File: src/rtl/rvv_issue_tx_pkg.sv
`default_nettype none
// ============================================================================
//  Module      : rvv_issue_tx_pkg
//  Description : Shared RVV issue types, lane counts and the prefix
//                handshake counter used by the issue transmitter.
//  Revision    : 1.0 - initial release
// ============================================================================
package rvv_issue_tx_pkg;

    // Lanes presented toward the command queue per cycle
    localparam int ISSUE_LANE  = 4;
    // Instructions the scalar decode stage can hand over per cycle
    localparam int NUM_DE_INST = 2;
    // Width of a lane count (0..ISSUE_LANE inclusive)
    localparam int LANE_CNT_W  = $clog2(ISSUE_LANE + 1);

    // Opaque vector instruction word carried through the queue
    typedef logic [31:0] INST_t;

    // Number of consecutive ones starting at bit 0; counting stops at the
    // first zero so that only an in-order prefix of lanes is ever retired.
    function automatic logic [LANE_CNT_W-1:0] leading_ones_cnt(
        input logic [ISSUE_LANE-1:0] vec
    );
        logic [LANE_CNT_W-1:0] cnt;
        logic                  broken;
        cnt    = '0;
        broken = 1'b0;
        for (int i = 0; i < ISSUE_LANE; i++) begin
            if (!broken && vec[i]) begin
                cnt = cnt + LANE_CNT_W'(1);
            end else begin
                broken = 1'b1;
            end
        end
        return cnt;
    endfunction

endpackage : rvv_issue_tx_pkg
`default_nettype wire

File: src/rtl/rvv_multiport_fifo.sv
`default_nettype none
// ============================================================================
//  Module      : rvv_multiport_fifo
//  Description : Circular instruction buffer with a variable-count push of
//                up to IN_LANES and a variable-count pop of up to OUT_LANES
//                per cycle. Flush clears pointers and occupancy.
//  Revision    : 1.0 - initial release
// ============================================================================
module rvv_multiport_fifo
    import rvv_issue_tx_pkg::*;
#(
    parameter int DEPTH     = 8,
    parameter int IN_LANES  = 2,
    parameter int OUT_LANES = ISSUE_LANE
) (
    input  logic                         clk,
    input  logic                         rst,
    input  logic                         i_flush,
    input  logic [LANE_CNT_W-1:0]        i_push_cnt,
    input  INST_t                        i_push_data [IN_LANES],
    input  logic [LANE_CNT_W-1:0]        i_pop_cnt,
    output INST_t                        o_rd_data   [OUT_LANES],
    output logic [$clog2(DEPTH):0]       o_cnt
);

    localparam int PTR_W = $clog2(DEPTH);
    localparam int CNT_W = PTR_W + 1;

    INST_t              r_mem [DEPTH];
    logic [PTR_W-1:0]   r_rd_ptr;
    logic [PTR_W-1:0]   r_wr_ptr;
    logic [CNT_W-1:0]   r_cnt;

    logic [PTR_W-1:0]   w_wr_idx [IN_LANES];
    logic [PTR_W-1:0]   w_rd_idx [OUT_LANES];

    // Per-lane memory addresses; power-of-two depth makes the wrap free
    always_comb begin
        for (int j = 0; j < IN_LANES; j++) begin
            w_wr_idx[j] = r_wr_ptr + PTR_W'(j);
        end
        for (int i = 0; i < OUT_LANES; i++) begin
            w_rd_idx[i] = r_rd_ptr + PTR_W'(i);
        end
    end

    // Read lanes: oldest entry always on lane 0, lanes may straddle the wrap
    always_comb begin
        for (int i = 0; i < OUT_LANES; i++) begin
            o_rd_data[i] = r_mem[w_rd_idx[i]];
        end
    end

    // Storage array: only the accepted push prefix is written
    always_ff @(posedge clk) begin
        if (!i_flush) begin
            for (int j = 0; j < IN_LANES; j++) begin
                if (LANE_CNT_W'(j) < i_push_cnt) begin
                    r_mem[w_wr_idx[j]] <= i_push_data[j];
                end
            end
        end
    end

    // Pointers and occupancy; flush wins over any push or pop
    always_ff @(posedge clk or posedge rst) begin
        if (rst) begin
            r_rd_ptr <= '0;
            r_wr_ptr <= '0;
            r_cnt    <= '0;
        end else if (i_flush) begin
            r_rd_ptr <= '0;
            r_wr_ptr <= '0;
            r_cnt    <= '0;
        end else begin
            r_rd_ptr <= r_rd_ptr + PTR_W'(i_pop_cnt);
            r_wr_ptr <= r_wr_ptr + PTR_W'(i_push_cnt);
            r_cnt    <= r_cnt + CNT_W'(i_push_cnt) - CNT_W'(i_pop_cnt);
        end
    end

    assign o_cnt = r_cnt;

endmodule : rvv_multiport_fifo
`default_nettype wire

File: src/rtl/rvv_issue_tx.sv
`default_nettype none
// ============================================================================
//  Module      : rvv_issue_tx
//  Description : RVS-side transmitter toward the RVV command queue. Buffers
//                dispatched vector instructions, presents the oldest ones in
//                program order and retires the contiguous accepted prefix.
//                Trap stop holds state, trap flush discards it.
//  Revision    : 1.0 - initial release
// ============================================================================
module rvv_issue_tx
    import rvv_issue_tx_pkg::*;
#(
    parameter int DEPTH    = 8,
    parameter int IN_LANES = 2
) (
    input  logic                    clk,
    input  logic                    rst,
    input  logic [IN_LANES-1:0]     push_valid,
    input  INST_t                   push_inst          [IN_LANES],
    output logic [IN_LANES-1:0]     push_ready,
    output logic [ISSUE_LANE-1:0]   insts_valid_rvs2cq,
    output INST_t                   insts_rvs2cq       [ISSUE_LANE],
    input  logic [ISSUE_LANE-1:0]   insts_ready_cq2rvs,
    input  logic                    stop_cmdq_wb2if,
    input  logic                    flush_cmdq_wb2if,
    output logic [$clog2(DEPTH):0]  pend_cnt,
    output logic                    idle
);

    localparam int CNT_W = $clog2(DEPTH) + 1;

    logic                   w_gate;
    logic [CNT_W-1:0]       w_cnt;
    logic [CNT_W-1:0]       w_free;
    logic [IN_LANES-1:0]    w_push_hs;
    logic [ISSUE_LANE-1:0]  w_pop_hs;
    logic [LANE_CNT_W-1:0]  w_n_push;
    logic [LANE_CNT_W-1:0]  w_n_pop;

    // Reset, trap stop and trap flush all silence both handshake sides
    assign w_gate = rst | stop_cmdq_wb2if | flush_cmdq_wb2if;

    // Free slots come from the registered count only, no credit from pops
    assign w_free = CNT_W'(DEPTH) - w_cnt;

    // Output lane valids: one per held entry, oldest on lane 0
    always_comb begin
        for (int i = 0; i < ISSUE_LANE; i++) begin
            insts_valid_rvs2cq[i] = (w_cnt > CNT_W'(i)) && !w_gate;
        end
    end

    // Push readiness: a lane is offered space only if every lower lane is valid
    always_comb begin
        logic lower_ok;
        lower_ok = 1'b1;
        for (int j = 0; j < IN_LANES; j++) begin
            push_ready[j] = lower_ok && (w_free > CNT_W'(j)) && !w_gate;
            lower_ok      = lower_ok && push_valid[j];
        end
    end

    // Prefix handshake counts on both sides
    always_comb begin
        w_push_hs = push_valid & push_ready;
        w_pop_hs  = insts_valid_rvs2cq & insts_ready_cq2rvs;
        w_n_push  = leading_ones_cnt(ISSUE_LANE'(w_push_hs));
        w_n_pop   = leading_ones_cnt(w_pop_hs);
    end

    rvv_multiport_fifo #(
        .DEPTH     (DEPTH),
        .IN_LANES  (IN_LANES),
        .OUT_LANES (ISSUE_LANE)
    ) u_fifo (
        .clk         (clk),
        .rst         (rst),
        .i_flush     (flush_cmdq_wb2if),
        .i_push_cnt  (w_n_push),
        .i_push_data (push_inst),
        .i_pop_cnt   (w_n_pop),
        .o_rd_data   (insts_rvs2cq),
        .o_cnt       (w_cnt)
    );

    assign pend_cnt = w_cnt;
    assign idle     = (w_cnt == '0);

    // Occupancy stays within 0..DEPTH (an underflow wraps above DEPTH)
    a_cnt_range: assert property (@(posedge clk) disable iff (rst)
        (w_cnt + CNT_W'(w_n_push) - CNT_W'(w_n_pop)) <= CNT_W'(DEPTH));

    // No handshake while reset, stop or flush is asserted
    a_no_hs_gated: assert property (@(posedge clk)
        w_gate |-> (w_pop_hs == '0 && w_push_hs == '0));

endmodule : rvv_issue_tx
`default_nettype wire

File: config.mk
export PLATFORM = sky130hd
export DESIGN_NAME = rvv_issue_tx
export DESIGN_NICKNAME = d
export VERILOG_FILES = /design/src/rtl/rvv_issue_tx_pkg.sv /design/src/rtl/rvv_multiport_fifo.sv /design/src/rtl/rvv_issue_tx.sv
export SDC_FILE = /design/constraint.sdc
export NUM_CORES = 1
export LEC_CHECK = 0
export CAP_MARGIN = 20
export CORE_ASPECT_RATIO = 1.1
export CORE_MARGIN = 10
export CORE_UTILIZATION = 28
export DETAILED_ROUTE_END_ITERATION = 12
export GPL_TIMING_DRIVEN = 0
export PLACE_DENSITY_LB_ADDON = 0.12
export SETUP_SLACK_MARGIN = 0.5
export SLEW_MARGIN = 20
export SYNTH_ARGS = -nofsm -noshare
export SYNTH_HDL_FRONTEND = slang
export SYNTH_HIERARCHICAL = 1
export SYNTH_SLANG_ARGS = --single-unit
export TNS_END_PERCENT = 50
File: constraint.sdc
create_clock -name clk -period 5.2 [get_ports clk]
set_input_delay 0.52 -clock clk [delete_from_list [all_inputs] [get_ports clk]]
set_output_delay 0.52 -clock clk [all_outputs]
set_load 0.05 [all_outputs]
After elaboration in Yosys (flattened, before gate mapping). Memory sizes are Yosys's and may differ from the RTL's. Cells that the tools add are included.

Memories: 1. Logic and storage cells: 62. Output and inout port bits: 139. RAM bits: 256. Register bits after elaboration: 10.

Memories: u_fifo.r_mem (words 8, bits a word 32, rd ports 4, clocked after memory_dff 0, wr ports 2, RTL line rvv_multiport_fifo.sv:29) `INST_t r_mem [DEPTH];`.

Bitwise logic cells: 4. Reductions and logical operators: 15. Order comparisons: 8. Multiplexer cells: 18. Add/sub/neg operators: 13.

Operators by type and width (number): 2-to-1 mux 3 bit (6); > comparator 4 x 1 -> 1 bit, second input constant (4); adder 3 x 1 -> 3 bit, second input constant (4); logical AND 1 bit (11); 2-to-1 mux 1 bit (11); > comparator 4 x 2 -> 1 bit, second input constant (2); adder 3 x 2 -> 3 bit, second input constant (2); adder 3 bit (2); < comparator 1 x 3 -> 1 bit, first input constant (2); adder 1 x 1 -> 2 bit, second input constant (2); adder 4 x 3 -> 4 bit (1); bitwise AND 4 bit (1); zero test 4 bit (1); 2-to-1 mux 4 bit (1); subtractor 4 x 3 -> 4 bit (1); subtractor 4 bit, first input constant (1); zero test 1 bit (3); bitwise AND 2 bit (1); OR 1 bit (2).

Logic depth before layout (Yosys ltp). Gate-level depths: netlist of run 1.

Depth in word-level cells: 15. Gate-level depth with buffers: 13. Gate-level depth less buffers: 12.

Cells and area by module. Netlist of run 1, hierarchy kept.

Modules (own cells, without submodules): rvv_multiport_fifo (instances 1, area an instance 17933.4 um2, cells an instance 1074, sequential area each 7937.6 um2); rvv_issue_tx (instances 1, area an instance 198.9 um2, cells an instance 34, sequential area each 0.0 um2).

Worst setup path after synthesis of run 1. No wires, ideal clock.

Path type: register -> register. Start: register u_fifo.r_cnt[3] (netlist: u_fifo/o_cnt[3]). End: register u_fifo.r_cnt[3] (netlist: u_fifo/o_cnt[3]). Path slack: 50 ps. Library setup time: 83 ps. Required time: 5117 ps. Path buffers: 0. Arrival: 5068 ps. Clock period less this slack: 5150 ps. Cell stages (with the launch flop): 13. Cell sequence: dfrtp_1 > nor4_1 > nand3b_1 > a21oi_1 > ha_1 > or4_1 > and3_1 > fa_1 > inv_1 > ha_1 > a21o_1 > a2111o_1 > o21ai_0.

Word-level cells in the longest chain between the ends: 13. Elaborated cells on any way between the ends: 38. Those cells by class: add/sub (7); order compare (6); mux (10); bitwise (2); reduce/logical (13).

Ends and longest elaborated chain: from (decl) (RTL line rvv_multiport_fifo.sv:32) `logic [CNT_W-1:0] r_cnt;`; from (signal assigned) (RTL line rvv_multiport_fifo.sv:78) `r_cnt <= r_cnt + CNT_W'(i_push_cnt) - CNT_W'(i_pop_cnt);`; > comparator 4 x 1 -> 1 bit (RTL line rvv_issue_tx.sv:49) `insts_valid_rvs2cq[i] = (w_cnt > CNT_W'(i)) && !w_gate;`; logical AND 1 bit (RTL line rvv_issue_tx.sv:49); bitwise AND 4 bit * (RTL line rvv_issue_tx.sv:66) `w_pop_hs = insts_valid_rvs2cq & insts_ready_cq2rvs;`; parallel branches: the longest is 7 deep, another holds adder 3 x 1 -> 3 bit; 2-to-1 mux 3 bit * (RTL line rvv_issue_tx_pkg.sv:30) `if (!broken && vec[i]) begin`; named net w_n_pop[1] (RTL line rvv_issue_tx.sv:38) `logic [LANE_CNT_W-1:0] w_n_pop;`; subtractor 4 x 3 -> 4 bit * (RTL line rvv_multiport_fifo.sv:78); 2-to-1 mux 4 bit * (RTL line rvv_multiport_fifo.sv:71) `end else if (i_flush) begin`.

Mark *: on every way through the listed nets, which the timed path passes.

==> flow_summary.toml, run 1 <==
[cts]
cts_max_level = 1
cts.clk_slew.worst_paths_ps = 60
cts_buffers = 31
cts-root-buf = "clkbuf_16"
cts_tree = "built"
holdBufCountCts = 0
clock_path_buffers = 3
clock_latency_ps = 580
cts.sinks = 266

[yosys]
synth_xor_area_share_pct = 0.566
yosysWarnings = 6
synthArstFlopShare_pct = 3.76
synth-edff-count = 256
netlist_instances = 1108
ys_seq_area_share_pct = 43.8
synthAdderAreaFrac_pct = 1.24
synth_area_um2 = 18100
ys_ff_latch = 266
yosys.area_share.simple_pct = 2.07
synth-main-ff-cell = "edfxtp_1"
muxShareOfSynthArea_pct = 48.3
synth.avg_cell_area_um2 = 16.4
synth_compound_area_share_pct = 0.738
synth.distinct_cells = 50
synth_top_family_by_area = "multiplexers"

[setup_path]
reg2reg_depth = 12
crit_chain = "clkbuf_1 > buf_2 > buf_4 > inv_1 > ha_1 > buf_2 > clkbuf_4 > mux4_2 > clkdlybuf4s50_1"
critPathMaxStageDelay_ps = 740
cp_max_fo = 10
critPathLaunchType = "register"
critical_path_required_ps = 4680
slowest_stage = "clkdlybuf4s50_1"
critPathKind = "reg2out"
cp-end-kind = "output port"
cpMostUsedCell = "buf_2"
worstPathArrival_ps = 4100

[detailed_routing]
drt_iter0_markers = 883
dr.pass1.iters = 5
wirelength_um = 67600
vias = 11631
avgRoutedWirePerCell_um = 30.2
vias_per_cell = 5.19
postRouteAntennaNets = 0
drc = 0

[floorplan]
std_cell_rows = 97
fp.dieH_um = 287
die_area_um2 = 75300
initial_core_util_pct = 28.3
core_um2 = 64000
pin_count = 213
die_x_um = 263

[timing]
whs_ps = 308
rsz0062_at_grt = "true"
tightestPinTransition_ps = 1070
setup_viol = 0
finalMaxSlewViolations = 0
fin_ws_ps = 575
skew_ps = 10.8
period_share_pct = 88.9
hold_viol = 0
fmax_ghz = 0.216
slew_headroom_pct = 28.9
finalCriticalPeriod_ps = 4620

[global_routing]
grt_pass1_wl_um = 96100
grt_max_degree = 17
grt_usage_pct = 17.5
overflow = 0
antenna_found_initial = 7
grt_pass1_vias = 12538

[placement]
gp_congestion = 0.767
portBuffers = 212
dp_hpwl_um = 47400
dpl_worst_slack_ps = 43.1

[power_and_ir_drop]
ir_drop_mv = 0.251
powerDensity_nw_per_um2 = 272
power.leakage_nw = 7.64

[final_layout]
drive_above_1_share_pct = 54.3
syn_to_final_growth_pct = 25.8
fin_nets = 1466

[worst_hold_path]
min_path_type = "in2async"

[status]
outcome = "finished, final reports clean"

[run]
drv_cap = 0
==> routing by layer <==
metal,GRT usage [%],wire length [um],up-vias
li1,-,-,5069
met1,21.7,28100,6115
met2,30.9,34400,365
met3,3.23,3770,74
met4,4.16,1290,8
met5,0,41,-
==> kinds of logic after synthesis <==
| logic type | count (synthesis) |
|---|---|
| muxes | 640 |
| AOI/OAI and AO/OA | 19 |
| DFF | 266 |
| adders and majority gates | 15 |
| buffers and inverters | 106 |
| and+or+nand+nor | 51 |
| xor gates and xnor gates | 10 |
| other | 1 |
==> report_power, final <==
part	internal [W]	total [W]	switching (W)	leakage (nW)
Clock	0.00113	0.00203	0.000896	0.442
Sequential	0.00243	0.00248	0.0000449	2.46
Combinational	0.000682	0.00171	0.00103	4.74
Total	0.00425	0.00621	0.00197	7.64
==> critical path: cells and delay by family, from the launching register on <==
kind / cells / cell delay (ps)
fa+ha+maj: 1 / 270
buf+inv: 7 / 2400
flops: 1 / 480
mux: 1 / 340
==> stage by stage <==
| step | util (%) | cells | total power (W) | setup TNS [ps] | area (um2) |
|---|---|---|---|---|---|
| 2_1_floorplan | - | 1112 | 0.00362 | 0 | 18200 |
| 3_3_place_gp | 33.3 | 2165 | 0.00424 | -615490 | 21300 |
| 3_5_place_dp | 34.2 | 2185 | 0.00428 | 0 | 21900 |
| 4_1_cts | 35.6 | 2239 | 0.00630 | 0 | 22800 |
| 5_1_grt | 35.7 | 2242 | 0.00647 | 0 | 22800 |
| 6_report | 35.7 | 2242 | 0.00621 | 0 | 22800 |
==> final timing paths <==
check	start	endpoint	slack (ps)
setup / recovery	u_fifo/r_rd_ptr[0]	insts_rvs2cq[71]	580
hold / removal	rst	u_fifo/r_wr_ptr[1]	310
setup reg to reg	u_fifo/o_cnt[2]	u_fifo/o_cnt[3]	1310
hold reg to reg	u_fifo/r_wr_ptr[0]	u_fifo/r_wr_ptr[0]	680
max in group asynchronous	rst	u_fifo/r_rd_ptr[1]	4580
min in group clk	u_fifo/r_wr_ptr[0]	u_fifo/r_wr_ptr[0]	680
==> state kept, by name, summed over array words and instances (netlist names) <==
signal	flops
u_fifo/r_mem	256
u_fifo/o_cnt	4
u_fifo/r_rd_ptr	3
u_fifo/r_wr_ptr	3
==> timing repair <==
| action | in CTS | in global routing |
|---|---|---|
| setup buffers | 0 | 0 |
| pin swaps | 0 | 0 |
| cloned | 0 | 0 |
| endpoints found under the setup margin | 64 | 42 |
| resized for setup | 63 | 6 |
==> layout by cell type (no fill, tap or decap), types with 13 or more instances in the layout <==
cell             count
mux2_2             441
edfxtp_1           256
clkdlybuf4s50_1    162
mux4_2             128
buf_2               54
dlygate4sd2_1       49
mux2_1              42
clkbuf_16           31
mux2_4              29
inv_1               18
clkbuf_1            14
buf_16              13
==> cell usage after synthesis (all sizes together) (4+ instances only) <==
| library cell | count | area (um2) |
|---|---|---|
| mux2 | 512 | 5870 |
| edfxtp | 256 | 7690 |
| mux4 | 128 | 2880 |
| buf | 74 | 475 |
| inv | 18 | 67.6 |
| clkbuf | 14 | 53.8 |
| nor2 | 11 | 41.3 |
| dfrtp | 10 | 250 |
| ha | 10 | 125 |
| xnor2 | 8 | 77.6 |
| o21bai | 7 | 56.3 |
| fa | 5 | 100 |
| nand2 | 5 | 18.8 |
| nor2b | 5 | 31.3 |
| nor4 | 5 | 91.3 |
| a21oi | 4 | 20.0 |
| nor3 | 4 | 20.0 |
| o21ai | 4 | 20.0 |
==> layout make-up <==
| cell class | instances | area (um2) |
|---|---|---|
| antenna | 3 | 7.51 |
| buffer | 88 | 572 |
| clock buffer | 40 | 810 |
| clock inverter | 14 | 90.1 |
| fill | 6104 | 41200 |
| inverter | 18 | 67.6 |
| multi-input combinational | 740 | 9730 |
| sequential | 266 | 7940 |
| tap | 841 | 1050 |
| timing repair buffer | 232 | 2540 |
Note: power is estimated with default switching activity, not from simulation.
==> run 2: changes to the inputs <==
SETUP_SLACK_MARGIN = default   (was 0.5)
==> run 2 against run 1 <==
Net effect: clock-buffer cell count rose by 2; clock power rose by 13%; fmax fell by 8.2%; critical path depth did not move; non-clock buffer count fell by 2; register-to-register slack improved by 40 ps; flip-flop and latch count did not move; utilization rose by 0.23 points; critical endpoint is now insts_rvs2cq[0]; highest routed layer unchanged.
==> flow_summary.toml, run 2 (synthesis results as in run 1) <==
[floorplan]
initial_core_util_pct = 28.3
core_um2 = 64000
pin_count = 213
die_area_um2 = 75300
fp.dieH_um = 287
die_x_um = 263
std_cell_rows = 97

[timing]
whs_ps = 371
slew_headroom_pct = 27.2
rsz0062_at_grt = "false"
tns_ps = 0
skew_ps = 28.0
period_share_pct = 96.9
finalMaxSlewViolations = 0
setup_viol = 0
finalCriticalPeriod_ps = 5040
hold_viol = 0
fmax_ghz = 0.198
tightestPinTransition_ps = 1090

[setup_path]
cp_max_fo = 10
critical_path_required_ps = 4680
critPathMaxStageDelay_ps = 750
critPathKind = "reg2out"
slowest_stage = "clkdlybuf4s50_1"
cp-end-kind = "output port"
startpoint = "u_fifo/r_rd_ptr[0]"
critPathLaunchType = "register"
crit_buf_inv = 7
crit_chain = "clkbuf_1 > buf_2 > clkbuf_4 > inv_1 > ha_1 > buf_1 > clkbuf_4 > mux4_2 > clkdlybuf4s50_1"
rr_startpoint = "u_fifo/o_cnt[3]"
critPathTopFamily = "buffers and inverters"
r2r_end = "u_fifo/o_cnt[3]"
rrSetupSlack_ps = 1350
worstPathArrival_ps = 4520
cpMostUsedCell = "clkbuf_4"
reg2reg_depth = 12

[global_routing]
grt_usage_pct = 17.7
antenna_found_initial = 6
overflow = 0
grt_pass1_wl_um = 96300
grt_max_degree = 16
grt_pass1_vias = 12527

[placement]
dp_hpwl_um = 47800
portBuffers = 212
gp_congestion = 0.758
placed_cells = 2184

[power_and_ir_drop]
p_sw_w = 0.00202
powerDensity_nw_per_um2 = 283
power.internal_w = 0.00448
p_clk_share_pct = 35.2
sequentialPowerShare_pct = 38.1
ir_drop_mv = 0.182
pwr-share-comb_pct = 26.7
switching_share_pct = 31.0
power.leakage_nw = 7.63

[final_layout]
postLayoutCoreUtil_pct = 35.9
drive_above_1_share_pct = 54.4
largest_reg_flops = 256
regArea_um2 = 7940
final.fill_count = 6083
final_cells = 2245
fin_nets = 1467
final_cell_mix = "441 x mux2_2, 256 x edfxtp_1, 209 x clkdlybuf4s50_1"
multi_input_area_um2 = 9710
syn_to_final_growth_pct = 26.6
final_common_cell = "mux2_2"

[detailed_routing]
wirelength_um = 68200
postRouteAntennaNets = 0
drc = 0
vias_per_cell = 5.21
vias = 11693
dr.pass1.iters = 5
drt_iter0_markers = 908
avgRoutedWirePerCell_um = 30.4

[run]
drv_cap = 0

[cts]
cts_buffers = 34
holdBufCountCts = 0
cts.clk_slew.worst_paths_ps = 60
cts-root-buf = "clkbuf_16"
clock_latency_ps = 540
cts_max_level = 2
cts_tree = "built"
cts.sinks = 266
clock_path_buffers = 3

[status]
outcome = "finished, final reports clean"

[worst_hold_path]
min_path_type = "in2async"
[run 2: worst max path at each step]
| stage | slack, ps | cells past startpoint | to |
|---|---|---|---|
| detailed placement | 20 | 9 | insts_rvs2cq[70] |
| floorplan | 50 | 12 | u_fifo/o_cnt[3] |
| global route | 1 | 9 | insts_rvs2cq[6] |
| CTS | 40 | 9 | insts_rvs2cq[30] |
| global placement | -3920 | 7 | u_fifo/r_mem[6][18] |
| finish | 160 | 9 | insts_rvs2cq[0] |
[run 2: area by class of cell]
cell class / count / area share, %
inverter: 18 / 0.294
buffer: 87 / 2.42
tap: 841 / 4.58
clock inverter: 18 / 0.589
timing repair buffer: 231 / 11.2
clock buffer: 42 / 3.97
antenna: 2 / 0.0218
multi-input combinational: 740 / 42.3
sequential: 266 / 34.6
[run 2: worst register-to-register path, cell delays in order, from the launching register on]
cell and delay (ps):
dfrtp_1 470, nor4_1 500, nand3b_1 200, a21oi_1 50, ha_1 280, or4_1 500, and3_1 240, fa_1 510
inv_1 70, ha_1 290, a21o_1 170, a2111o_1 400, o21ai_0 80
[run 2: per-layer routing]
metal	vias up	global-route usage [%]	wire length (um)	share of wire (%)
met2	327	31.3	34800	51
li1	5044	-	-	-
met3	63	3.95	3790	5.6
met1	6251	21.7	28500	42
met4	8	3.83	1100	1.6
met5	-	0	39	0.057
[run 2: timing repair]
| item | 4_1_cts | 5_1_grt |
|---|---|---|
| setup endpoints to repair | 60 | 47 |
| setup buffers | 0 | 0 |
| resized for setup | 14 | 4 |
[run 2: power groups by stage]
stage                     Sequential [W]  Clock (W)  Combinational (W)
after floorplan                  0.00254          0            0.00108
after global placement           0.00253          0            0.00171
after detailed placement         0.00252          0            0.00175
after CTS                        0.00247    0.00236            0.00176
after global routing             0.00248    0.00245            0.00183
final                            0.00248    0.00229            0.00174
[run 2: metrics by stage]
step | power, W | cell area [um2] | worst slack, ps
global placement | 0.00424 | 21300 | -3920
floorplan | 0.00362 | 18100 | 49.7
CTS | 0.00660 | 22900 | 39.8
finish | 0.00650 | 23000 | 161
detailed placement | 0.00427 | 21900 | 19.4
global route | 0.00676 | 22900 | 1.11
